## src/rtl/vga_timing_gen.sv

```systemverilog
// vga_timing_gen
//   Parametrised VGA raster timing generator. Walks a (X,Y) raster that
//   advances on clock edges where the pixel strobe is high. It emits
//   zero-based coordinates, active-video, sync pulses of configurable
//   polarity and line/frame start strobes. Active and the syncs can be
//   delayed by PIPE_DELAY enabled edges to line up with downstream pixel
//   pipelines.
//
// Ports
//   i_Clk          pixel-domain clock
//   i_Reset        synchronous, active-high reset
//   i_Enable       pixel strobe; position advances only when high
//   o_X, o_Y       current column / row (zero-based)
//   o_Active       high inside the visible window (delayed by PIPE_DELAY)
//   o_HSync        horizontal sync, asserted level HS_POL (delayed)
//   o_VSync        vertical sync, asserted level VS_POL (delayed)
//   o_Line_Start   one-clock strobe when X becomes 0
//   o_Frame_Start  one-clock strobe when (X,Y) becomes (0,0)
module vga_timing_gen #(
  parameter int unsigned H_VISIBLE  = 640,
  parameter int unsigned H_FRONT    = 16,
  parameter int unsigned H_SYNC     = 96,
  parameter int unsigned H_BACK     = 48,
  parameter int unsigned V_VISIBLE  = 480,
  parameter int unsigned V_FRONT    = 10,
  parameter int unsigned V_SYNC     = 2,
  parameter int unsigned V_BACK     = 33,
  parameter bit          HS_POL     = 1'b0,
  parameter bit          VS_POL     = 1'b0,
  parameter int unsigned PIPE_DELAY = 0,
  parameter int unsigned COUNT_W    = 12
) (
  input  logic               i_Clk,
  input  logic               i_Reset,
  input  logic               i_Enable,
  output logic [COUNT_W-1:0] o_X,
  output logic [COUNT_W-1:0] o_Y,
  output logic               o_Active,
  output logic               o_HSync,
  output logic               o_VSync,
  output logic               o_Line_Start,
  output logic               o_Frame_Start
);

  localparam int unsigned H_TOTAL      = H_VISIBLE + H_FRONT + H_SYNC + H_BACK;
  localparam int unsigned V_TOTAL      = V_VISIBLE + V_FRONT + V_SYNC + V_BACK;
  localparam int unsigned H_SYNC_START = H_VISIBLE + H_FRONT;
  localparam int unsigned H_SYNC_END   = H_SYNC_START + H_SYNC;
  localparam int unsigned V_SYNC_START = V_VISIBLE + V_FRONT;
  localparam int unsigned V_SYNC_END   = V_SYNC_START + V_SYNC;

  localparam logic [COUNT_W-1:0] H_LAST = COUNT_W'(H_TOTAL - 1);
  localparam logic [COUNT_W-1:0] V_LAST = COUNT_W'(V_TOTAL - 1);

  // Cleared delay-line stage: {active, hsync, vsync} all deasserted.
  localparam logic [2:0] IDLE = {1'b0, ~HS_POL, ~VS_POL};

  logic [COUNT_W-1:0] pos_x_q, pos_y_q;
  logic [COUNT_W-1:0] pos_x_d, pos_y_d;
  logic [31:0]        nx32, ny32;
  logic               act_d, hs_d, vs_d;

  logic [COUNT_W-1:0] x_q, y_q;
  logic               act_q, hs_q, vs_q;
  logic               ls_q, fs_q;

  // Next raster position.
  always_comb begin
    pos_x_d = pos_x_q;
    pos_y_d = pos_y_q;
    if (pos_x_q == H_LAST) begin
      pos_x_d = '0;
      if (pos_y_q == V_LAST) pos_y_d = '0;
      else                   pos_y_d = pos_y_q + 1'b1;
    end else begin
      pos_x_d = pos_x_q + 1'b1;
    end
  end

  // Region decode of the next position, done at 32 bits so region bounds
  // equal to 2^COUNT_W compare correctly.
  always_comb begin
    nx32  = 32'(pos_x_d);
    ny32  = 32'(pos_y_d);
    act_d = (nx32 < H_VISIBLE) && (ny32 < V_VISIBLE);
    hs_d  = ((nx32 >= H_SYNC_START) && (nx32 < H_SYNC_END)) ? HS_POL : ~HS_POL;
    vs_d  = ((ny32 >= V_SYNC_START) && (ny32 < V_SYNC_END)) ? VS_POL : ~VS_POL;
  end

  // Internal position parks on the last pixel so the first enabled edge
  // after reset lands on (0,0); visible outputs reset to zero/inactive.
  always_ff @(posedge i_Clk) begin
    if (i_Reset) begin
      pos_x_q <= H_LAST;
      pos_y_q <= V_LAST;
      x_q     <= '0;
      y_q     <= '0;
      act_q   <= 1'b0;
      hs_q    <= ~HS_POL;
      vs_q    <= ~VS_POL;
      ls_q    <= 1'b0;
      fs_q    <= 1'b0;
    end else begin
      ls_q <= 1'b0;
      fs_q <= 1'b0;
      if (i_Enable) begin
        pos_x_q <= pos_x_d;
        pos_y_q <= pos_y_d;
        x_q     <= pos_x_d;
        y_q     <= pos_y_d;
        act_q   <= act_d;
        hs_q    <= hs_d;
        vs_q    <= vs_d;
        ls_q    <= (pos_x_d == '0);
        fs_q    <= (pos_x_d == '0) && (pos_y_d == '0);
      end
    end
  end

  assign o_X           = x_q;
  assign o_Y           = y_q;
  assign o_Line_Start  = ls_q;
  assign o_Frame_Start = fs_q;

  generate
    if (PIPE_DELAY == 0) begin : g_nodelay
      assign o_Active = act_q;
      assign o_HSync  = hs_q;
      assign o_VSync  = vs_q;
    end else begin : g_delay
      logic [2:0] dly_q [PIPE_DELAY];

      always_ff @(posedge i_Clk) begin
        if (i_Reset) begin
          for (int unsigned i = 0; i < PIPE_DELAY; i++) dly_q[i] <= IDLE;
        end else if (i_Enable) begin
          dly_q[0] <= {act_q, hs_q, vs_q};
          for (int unsigned i = 1; i < PIPE_DELAY; i++) dly_q[i] <= dly_q[i-1];
        end
      end

      assign o_Active = dly_q[PIPE_DELAY-1][2];
      assign o_HSync  = dly_q[PIPE_DELAY-1][1];
      assign o_VSync  = dly_q[PIPE_DELAY-1][0];
    end
  endgenerate

endmodule

```

## config.mk

```make
export PLATFORM = sky130hd
export DESIGN_NAME = vga_timing_gen
export DESIGN_NICKNAME = d
export VERILOG_FILES = /design/src/rtl/vga_timing_gen.sv
export SDC_FILE = /design/constraint.sdc
export NUM_CORES = 1
export LEC_CHECK = 0
export CAP_MARGIN = 20
export CELL_PAD_IN_SITES_DETAIL_PLACEMENT = 0
export CELL_PAD_IN_SITES_GLOBAL_PLACEMENT = 2
export CORE_MARGIN = 1
export CORE_UTILIZATION = 34
export DETAILED_ROUTE_END_ITERATION = 7
export GPL_TIMING_DRIVEN = 0
export MAX_ROUTING_LAYER = met4
export PLACE_DENSITY = 0.9
export SLEW_MARGIN = 20
export SYNTH_ARGS = -nofsm -noshare
export SYNTH_HDL_FRONTEND = slang
export SYNTH_SLANG_ARGS = --single-unit
export TNS_END_PERCENT = 1
```

## constraint.sdc

```tcl
create_clock -name i_Clk -period 5.8 [get_ports i_Clk]
set_input_delay 1.16 -clock i_Clk [delete_from_list [all_inputs] [get_ports i_Clk]]
set_output_delay 1.16 -clock i_Clk [all_outputs]
set_load 0.05 [all_outputs]
```

; After elaboration in Yosys (flattened, before gate mapping)
; Cells that the tools add are included.
[classes]
eq_ne = 2
div = 0
order_cmp = 6
muxes = 5
bitwise = 1
shifts = 0
add_sub_neg = 2
mul = 0
reduce_logical = 7
[ops]
columns = cell, count
row1 = $mux W12, 3
row2 = $add A12 B1 Y12 const B, 2
row3 = $eq A12 B10 Y1 const B, 2
row4 = $logic_not A12 Y1, 2
row5 = $lt A12 B10 Y1 const B, 2
row6 = $lt A12 B9 Y1 const B, 2
row7 = $ge A12 B10 Y1 const B, 1
row8 = $ge A12 B9 Y1 const B, 1
row9 = $logic_and A1 B1 Y1, 4
row10 = $mux W1, 2
row11 = $reduce_or A2 Y1, 1
row12 = $not A1 Y1, 1
[word_totals]
ramBits = 0
output_inout_bits = 29
mem_bits_ro = 0
ff_bits = 53
latchBits = 0
mem_count = 0

; Depth between registers and ports, before layout
[depth]
depth_word = 6
ltp_mapped = 10
ltp_nobuf = 9

; Worst setup path before layout
; OpenSTA, ideal clock, no wires.
[synth_timing]
path_kind = register to register
startpoint = reg pos_x_q[0]
endpoint = reg vs_q (netlist: o_VSync)
period_less_slack_ns = 2.475
setup_time_ns = 0.122
path_buffers = 1
setup_slack_ns = 3.325
t_arrival_ns = 2.352
path_stages_with_launch = 10
path_cell_list = dfxtp_1 ha_1 nand4_1 or4_1 buf_2 or3_1 a21oi_2 a21oi_2 nor3_2 a21oi_1
[synth_between]
elab_chain_len = 5
elab_cells_between_ends = 6
cone_classes = order compare (2) / eq/ne (1) / mux (2) / reduce/logical (1)
[synth_rtl]
columns = item, line_no
row1 = start: declaration, 58  ; logic [COUNT_W-1:0] pos_x_q, pos_y_q;
row2 = start signal: assignment, 107  ; pos_x_q <= pos_x_d;
row3 = $eq A12 B10 Y1 *, 71  ; if (pos_x_q == H_LAST) begin
row4 = $mux W12 *, 71
row5 = $ge A12 B9 Y1 / $lt A12 B9 Y1 (equally long branches), 87  ; vs_d = ((ny32 >= V_SYNC_START) && (ny32 < V_SYNC_END)) ? VS_POL : ~VS_POL;
row6 = $logic_and A1 B1 Y1 *, 87
row7 = $mux W1 *, 87
row8 = end signal: assignment, 100  ; vs_q <= ~VS_POL;
row9 = end signal: assignment, 113  ; vs_q <= vs_d;
row10 = end: declaration, 64  ; logic act_q, hs_q, vs_q;
; Mark *: on every way between the ends. The rest lies on a longest branch, timed or not.
; A chain may end at the register's enable or synchronous reset.

; Worst setup path in the final report
[layout_timing]
startpoint = reg pos_x_q[0]
endpoint = reg pos_y_q[6]
[layout_between]
elab_chain_len = 2
[layout_rtl]
columns = item, line_no
row1 = $eq A12 B10 Y1, 71
row2 = $mux W12, 71
row3 = end signal: assignment, 108  ; pos_y_q <= pos_y_d;
row4 = end: declaration, 58
; No other way between the ends.

==> metrics <==
DRC 0; final WL 7130 µm; Comb pwr share 0.348; Yosys warnings 0; PD cells 259 nW/µm²; clock sinks 39; Buf/Inv on CP 1; final setup TNS 0 ns; wire per inst 15.2 µm; Slew Viols, Final 0; worst min path class reg2reg; largest net degree at the start of global routing 14; Synth Instances 335; area of the die 7620 µm²; mapped cell area 2470 µm²; CP top delay family simple AND/OR/NAND/NOR gates; Worst setup SP type register; critical path type reg2reg; Yosys cell types 54; max_slew headroom 0.573; fin crit period 3.07 ns; Bufs on Longest Clock Path 2; MaxCap Viol Count 0; most used cell, CP nor2_1; number of core rows 30; Die Width 87.3 µm; port bufs 31; clk_skew 0.0134 ns; cts bufs inserted 5; routability cong. 0.890; TritonRoute pass-1 iters 5; vias in the first global route 2230; ant diodes 0; top_reg_cell synth dfxtp_1; Final setup viols 0; Clock Tree Root clkbuf_8; post-route ant nets 0; Leak Pwr 1.08 nW; setup bufs post-CTS 0; nets 379; via/cell ratio 5.18; period utilization 0.529; Synth top area share 0.315; Hold Buf Count CTS 0; worst-path fanout max 10; EDFF count, synth 0; H-tree depth 2; Final Hold Fails 0; most frequent cells after synthesis nor2_1, dfxtp_1, nand2_1; synth top area cells dfxtp_1, nor2_1, xnor2_1; Yosys reg bits 39; GRT Total Usage 0.204; Synth async-reset ratio 0; sequential power share 0.387; RSZ-0062 raised after global routing no; Net Sw Power 0.301 mW; CP required 5.97 ns; CP peak stage delay 0.52 ns; Worst EP arrival 3.23 ns; clock latency on the worst-skew pair 0.30 ns; I/O pins 32; biggest area consumer among synthesized cells dfxtp_1; IR drop worst, VDD 0.000142 V; CTS tree done; syn_nets 341; total gr overflow 0; internal power 0.476 mW; status completed; Die Span Y 87.3 µm; CTS-repair resized insts 0; worst-margin pin slew 0.640 ns; clock share of power 0.265; fraction of layout cells with a size suffix above 1 0.0909; Util after Layout 0.435; syn avg cell area 7.39 µm²; synthesis-to-finish area growth 21.4%; detailed router's first-iteration violation count 208; most frequent cell after synthesis nor2_1; Slowest-stage cell, CP nor4_2; DP HPWL 5180 µm; core area 6910 µm²; vias post-DR 2436; switch share 0.388; CP endpoint kind register; global-route wire length before repair 11600 µm; initial antenna violation count 0; worst path cell trace ha_1 -> nand4_1 -> nor4_2 -> clkbuf_1 -> nand2_1 -> nor2_1 -> nand3_1 -> xnor2_1 -> nor2_1; Seq/Total Area, Yosys 0.315; Initial Util 0.358; clock slew at reported path FFs 0.09 ns; Max Fclk 326 MHz
kinds of logic after synthesis:
group,Yosys count,synth area share
xor gates and xnor gates,22,0.0779
buffers and inverters,49,0.0976
AOI/OAI and AO/OA,74,0.199
DFF,39,0.315
adders and majority gates,3,0.0152
and+or+nand+nor,147,0.291
muxes,1,0.00404
final cells by class:
class / count / area (µm²)
Multi-Input combinational cell: 247 / 1450
Timing Repair Buffer: 31 / 310
Fill cell: 764 / 3900
Buffer: 38 / 200
Clock inverter: 2 / 16.3
Inverter: 11 / 41.3
Sequential cell: 39 / 781
Tap cell: 96 / 120
Clock buffer: 6 / 82.6
path summary, 6_finish.rpt:
path | start | end | slack [ns] | depth (start not counted)
worst max-delay path | pos_x_q[0] | pos_y_q[6] | 2.73 | 9
worst min-delay path | o_X[9] | o_X[9] | 0.47 | 2
worst max register to register | pos_x_q[0] | pos_y_q[6] | 2.73 | 9
worst min register to register | o_X[9] | o_X[9] | 0.47 | 2
power by group through the flow:
stage	clock network, mW	registers, mW	logic, mW
finish	0.206	0.301	0.270
global route	0.225	0.304	0.296
CTS	0.215	0.301	0.269
detailed placement	0	0.307	0.268
global placement	0	0.307	0.267
floorplan	0	0.336	0.166
worst min-delay path, delay by kind of cell (launching register included):
kind | cells | cell delay [ns]
and+or+nand+nor | 1 | 0.06
DFF | 1 | 0.32
AOI/OAI and AO/OA | 1 | 0.05
sequential cells by signal (all words and copies together) (netlist names), 3 cells and up:
| signal | flops |
|---|---|
| o_Y | 3 |
| pos_y_q | 12 |
| pos_x_q | 12 |
| o_X | 7 |
cells in the final DEF, fill, tap and decap left out, types with 3 or more instances in the layout:
master,n
clkdlybuf4s50_1,31
o21ai_0,10
nor3b_1,3
buf_2,4
inv_1,11
o31ai_1,3
o21a_1,3
clkbuf_1,18
or3_1,3
a31oi_1,6
a211o_1,5
dfxtp_1,39
nand3_1,21
xor2_1,7
ha_1,3
nand4_1,6
a21oi_1,23
clkbuf_8,6
nand2_1,25
and3_1,6
nor3_1,17
nor2_1,48
buf_4,14
a211oi_1,3
xnor2_1,15
through the flow:
stage / worst slack (ns) / total power, mW / instances / area [µm²] / hold slack [ns]
CTS: 2.72 / 0.785 / 470 / 3000 / 0.474
global route: 2.47 / 0.825 / 470 / 3000 / 0.512
floorplan: 3.33 / 0.502 / 335 / 2470 / 0.480
global placement: 2.48 / 0.573 / 462 / 2910 / 0.460
detailed placement: 2.50 / 0.575 / 462 / 2910 / 0.461
finish: 2.73 / 0.777 / 470 / 3000 / 0.470
layer usage:
layer | part of all wire | GRT usage | up-vias
met5 | 0 | - | -
met4 | 0.015 | 0.0581 | 0
met3 | 0.043 | 0.0294 | 11
met2 | 0.43 | 0.299 | 69
met1 | 0.52 | 0.288 | 1107
li1 | - | - | 1249
(Power assumes the default switching activity.)
